===== config.mk =====
export PLATFORM = sky130hd
export DESIGN_NAME = sirv_mrom_icb_slice
export DESIGN_NICKNAME = d
export VERILOG_FILES = /design/src/rtl/sirv_mrom_icb_slice_pkg.sv /design/src/rtl/sirv_gnrl_fifo.sv /design/src/rtl/sirv_mrom_icb_slice.sv
export SDC_FILE = /design/constraint.sdc
export NUM_CORES = 1
export LEC_CHECK = 0
export CAP_MARGIN = 15
export CORE_ASPECT_RATIO = 1.25
export CORE_MARGIN = 2
export CORE_UTILIZATION = 25
export DETAILED_ROUTE_END_ITERATION = 10
export PLACE_DENSITY = 0.48
export SYNTH_ARGS = -nofsm -noshare
export SYNTH_HDL_FRONTEND = slang
export SYNTH_HIERARCHICAL = 1
export SYNTH_SLANG_ARGS = --single-unit

===== constraint.sdc =====
create_clock -name clk -period 4 [get_ports clk]
set_clock_uncertainty 0.05 [all_clocks]
set_input_delay 0.4 -clock clk [delete_from_list [all_inputs] [get_ports clk]]
set_output_delay 0.4 -clock clk [all_outputs]
set_load 0.03 [all_outputs]

===== src/rtl/sirv_mrom_icb_slice_pkg.sv =====
// Shared helpers for the mask-ROM ICB register slice.
// Holds the credit rule used by the slice top.
package sirv_mrom_icb_slice_pkg;

    // A new command may go out only while every in-flight command
    // and every queued response still fits in the response FIFO.
    function automatic logic has_credit(
        input int unsigned outs,
        input int unsigned used,
        input int unsigned depth
    );
        return (outs + used) < depth;
    endfunction

endpackage


===== src/rtl/sirv_gnrl_fifo.sv =====
// General-purpose shift-register FIFO with a registered head entry.
// Entry 0 is always the head, so the output comes straight from flops.
module sirv_gnrl_fifo #(
    parameter int DP = 2,
    parameter int DW = 33
) (
    input  logic                       clk,
    input  logic                       rst_n,
    input  logic                       i_vld,
    input  logic [DW-1:0]              i_dat,
    output logic                       o_vld,
    input  logic                       o_rdy,
    output logic [DW-1:0]              o_dat,
    output logic [$clog2(DP+1)-1:0]    cnt
);

    localparam int CW = $clog2(DP + 1);

    logic [DW-1:0] mem     [DP];
    logic [DW-1:0] mem_nxt [DP];
    logic          push;
    logic          pop;
    logic [CW-1:0] wr_idx;

    assign push   = i_vld;
    assign pop    = o_vld & o_rdy;
    assign o_vld  = (cnt != '0);
    assign o_dat  = mem[0];
    // A push in a popping cycle lands one slot lower because of the shift.
    assign wr_idx = pop ? (cnt - CW'(1)) : cnt;

    // Next storage image: shift towards the head on pop, then write the push.
    always_comb begin
        for (int i = 0; i < DP; i++) begin
            mem_nxt[i] = mem[i];
        end
        if (pop) begin
            for (int i = 0; i < DP - 1; i++) begin
                mem_nxt[i] = mem[i+1];
            end
            mem_nxt[DP-1] = '0;
        end
        for (int i = 0; i < DP; i++) begin
            if (push && (CW'(i) == wr_idx)) begin
                mem_nxt[i] = i_dat;
            end
        end
    end

    // Storage and occupancy registers; all entries clear on reset.
    always_ff @(posedge clk or negedge rst_n) begin
        if (!rst_n) begin
            cnt <= '0;
            for (int i = 0; i < DP; i++) begin
                mem[i] <= '0;
            end
        end else begin
            for (int i = 0; i < DP; i++) begin
                mem[i] <= mem_nxt[i];
            end
            if (push && !pop) begin
                cnt <= cnt + CW'(1);
            end else if (!push && pop) begin
                cnt <= cnt - CW'(1);
            end
        end
    end

endmodule


===== src/rtl/sirv_mrom_icb_slice.sv =====
// ICB register slice in front of the mask-ROM controller.
// Registers responses in a FIFO and gates commands with a credit count.
module sirv_mrom_icb_slice
    import sirv_mrom_icb_slice_pkg::*;
#(
    parameter int AW    = 12,
    parameter int DW    = 32,
    parameter int DEPTH = 2
) (
    input  logic          clk,
    input  logic          rst_n,
    input  logic          i_icb_cmd_valid,
    output logic          i_icb_cmd_ready,
    input  logic [AW-1:0] i_icb_cmd_addr,
    input  logic          i_icb_cmd_read,
    output logic          i_icb_rsp_valid,
    input  logic          i_icb_rsp_ready,
    output logic          i_icb_rsp_err,
    output logic [DW-1:0] i_icb_rsp_rdata,
    output logic          o_icb_cmd_valid,
    input  logic          o_icb_cmd_ready,
    output logic [AW-1:0] o_icb_cmd_addr,
    output logic          o_icb_cmd_read,
    input  logic          o_icb_rsp_valid,
    output logic          o_icb_rsp_ready,
    input  logic          o_icb_rsp_err,
    input  logic [DW-1:0] o_icb_rsp_rdata
);

    localparam int CW = $clog2(DEPTH + 1);

    logic          credit_ok;
    logic          cmd_hs;
    logic          rsp_hs;
    logic [CW-1:0] outs_cnt;
    logic [CW-1:0] fifo_cnt;
    logic [DW:0]   head;

    // Registered counts only: a pop this cycle frees credit next cycle,
    // which keeps the ready path free of any loop through the slave.
    assign credit_ok = has_credit(32'(outs_cnt), 32'(fifo_cnt), DEPTH);

    assign o_icb_cmd_valid = i_icb_cmd_valid & credit_ok;
    assign i_icb_cmd_ready = o_icb_cmd_ready & credit_ok;
    assign o_icb_cmd_addr  = i_icb_cmd_addr;
    assign o_icb_cmd_read  = i_icb_cmd_read;
    assign cmd_hs          = o_icb_cmd_valid & o_icb_cmd_ready;

    // Credit reserves a FIFO slot for every response, so never stall it.
    assign o_icb_rsp_ready = 1'b1;
    assign rsp_hs          = o_icb_rsp_valid;

    // Outstanding count; a same-cycle command and response cancel out.
    always_ff @(posedge clk or negedge rst_n) begin
        if (!rst_n) begin
            outs_cnt <= '0;
        end else if (cmd_hs && !rsp_hs) begin
            outs_cnt <= outs_cnt + CW'(1);
        end else if (!cmd_hs && rsp_hs) begin
            outs_cnt <= outs_cnt - CW'(1);
        end
    end

    sirv_gnrl_fifo #(
        .DP (DEPTH),
        .DW (DW + 1)
    ) u_rsp_fifo (
        .clk   (clk),
        .rst_n (rst_n),
        .i_vld (rsp_hs),
        .i_dat ({o_icb_rsp_err, o_icb_rsp_rdata}),
        .o_vld (i_icb_rsp_valid),
        .o_rdy (i_icb_rsp_ready),
        .o_dat (head),
        .cnt   (fifo_cnt)
    );

    assign i_icb_rsp_err   = head[DW];
    assign i_icb_rsp_rdata = head[DW-1:0];

endmodule


==> summary.txt <==
Starting Density: 25.7%
maxcap violations: 0
global-route wire length before repair: 12600 um
Synth Cell Area: 3710 sq um
Syn Nets: 381
register area share after synthesis: 47.2%
Final Net Count: 409
synth unique cells: 24
Worst Hold Class: input port to async pin
Leak: 0.00244 uW
pwr dens: 794 nW/um^2
Post-Syn Instances: 325
Clock Latency Late Sink: 0.33 ns
# fillers: 1503
Least-Margin Pin Slew: 0.907 ns
worst endpoint required time: 3.55 ns
path type of the worst setup path: flop to output port
most numerous cell in the Yosys netlist: mux2i_1
Post-CTS Setup Inserts: 0
Root Driver: clkbuf_16
Placement Setup Slack: 0.939 ns
top cells by area, synth: dfrtp_1 (47%), mux2i_1 (27%), buf_4 (10%)
grt total ovfl: 0
status: complete, but fails checks
VDD IR max: 0.289 mV
I/O Buffers: 74
fin crit period: 2.87 ns
share of layout cells above drive strength 1: 7.82%
Post-Route WL: 7440 um
FF-to-FF End: u_rsp_fifo/cnt[1]$_DFFE_PN0P_
Vias/cell: 4.08
Die Area: 15900 sq um
Sink Count: 70
Ant. Diodes: 0
Synth area leader: dfrtp_1
Setup TNS: 0 ns
CTS tree: built
post-synth top area share: 47.2%
Hold Violations, Final: 0
Tcrit/Tclk final: 71.6%
final instance area: 4520 sq um
Final Max Slew Viols: 0
deepest clock path buffer count: 2
CTS hold repair buffers: 0
post-DP HPWL: 4940 um
largest net degree at the start of global routing: 71
number of remaining DRC errors: 7
Worst-path clk slew: 0.05 ns
Synth Flop Type: dfrtp_1
Final Setup Violations: 0
Synth Warn #: 6
nature of the critical path startpoint: flop
CTS Buf Count: 9
r2r startpoint: u_rsp_fifo/cnt[0]$_DFFE_PN0P_
Total GRT Usage: 10.2%
critical path peak fanout: 5
register bit total from synthesis: 70
Final WS setup: 1.13 ns
Worst slew margin: 39.5%
most instantiated cells after synthesis: mux2i_1 (99), dfrtp_1 (70), buf_4 (50)
R2R Setup Slk: 1.17 ns
post-CTS sizing: 0
CP arrival: 2.42 ns
placed instance area: 4240 sq um
WL per Instance: 13.9 um
Routed Antenna Nets: 0
crit end category: output port
Row Count: 49
Mean Syn Cell Area: 11.4 sq um
RD Place Congestion: 0.684
FFs w/ async S/R, synth: 100%
violated checks: design-rule violations
initial DRC count: 60
initial antenna violation count: 0
Ports: 102
Die Span Y: 140 um
via count of the first global-routing pass: 2467
total number of vias: 2187
First-pass DRT Iterations: 7
die width: 113 um
H-tree depth: 3
Reg2Reg Depth: 8
maximum clock rate: 0.349 GHz
Layout area overhead: 21.8%
Core ar.: 14500 sq um
RSZ-0062 raised after global routing: false
number of flops mapped to enable cells by yosys: 0
## placed cells by master, fill, tap and decap left out, types with 3 or more instances in the layout
master,n
xor2_1,3
nand2_1,34
inv_1,36
ha_1,3
buf_4,3
mux2i_1,99
dfrtp_1,70
clkbuf_8,3
clkdlybuf4s50_1,73
clkbuf_16,9
## stage by stage
| step | hold slack [ns] | utilization, % | cells | total power [uW] |
|---|---|---|---|---|
| after floorplan | 0.0544 | - | 325 | 2570 |
| after global placement | 0.459 | 29.3 | 520 | 2850 |
| after detailed placement | 0.452 | 29.3 | 520 | 2880 |
| after CTS | 0.193 | 31.3 | 536 | 3670 |
| after global routing | 0.230 | 31.3 | 536 | 3840 |
| final | 0.156 | 31.3 | 536 | 3590 |
## power by group
| part | switching, uW | internal [uW] |
|---|---|---|
| clock | 290 | 468 |
| sequential | 189 | 1040 |
| combinational | 876 | 731 |
| total | 1360 | 2240 |
## layer usage
metal	vias to the layer above	share of wire (%)	global-route usage (%)	routed length, um
met5	-	0	0	0
met4	0	1.7	4.43	129
met3	10	5.1	3.38	383
met2	58	49	16.7	3680
met1	1054	44	12.3	3250
li1	1065	-	-	-
## worst max path at each step
stage | end | from
detailed placement | u_rsp_fifo/cnt[1]$_DFFE_PN0P_ | i_icb_rsp_ready
CTS | u_rsp_fifo/cnt[0]$_DFFE_PN0P_ | u_rsp_fifo/cnt[0]$_DFFE_PN0P_
finish | i_icb_cmd_ready | u_rsp_fifo/cnt[0]$_DFFE_PN0P_
global placement | u_rsp_fifo/cnt[1]$_DFFE_PN0P_ | i_icb_rsp_ready
floorplan | outs_cnt[1]$_DFFE_PN0P_ | u_rsp_fifo/cnt[0]$_DFFE_PN0P_
global route | u_rsp_fifo/cnt[1]$_DFFE_PN0P_ | u_rsp_fifo/cnt[0]$_DFFE_PN0P_
## kinds of logic after synthesis
kind of cell               after synthesis  synth area share [%]
DFF                                     70                  47.2
adders and majority gates                4                  1.55
AOI/OAI and AO/OA                        3                  1.01
buffers and inverters                   98                  16.6
xor gates and xnor gates                 5                  1.18
and+or+nand+nor                         45                  5.73
other                                    1                 0.101
muxes                                   99                  26.7
## flip-flops by register name, summed over array words and instances, names as in the netlist
register and count:
u_rsp_fifo/cnt 2, u_rsp_fifo/mem 33, outs_cnt 2, u_rsp_fifo/o_dat 33
## final cells by class
type                    count  area [sq um]  share of cell area (%)
clock buffers              13           270                    5.97
clock inverters             3          17.5                   0.387
inverters                  38           143                    3.15
multi-input cells         157          1350                    29.8
flip-flops and latches     70          1750                    38.7
well taps                 178           223                    4.92
repair buffers             77           773                    17.1
## critical path, stage by stage (launching register included)
cell             delay [ns]
dfrtp_1                0.44
and2_2                 0.20
fa_1                   0.43
nor2_1                 0.19
and2_1                 0.15
clkdlybuf4s50_1        0.67
(Power assumes the default switching activity.)
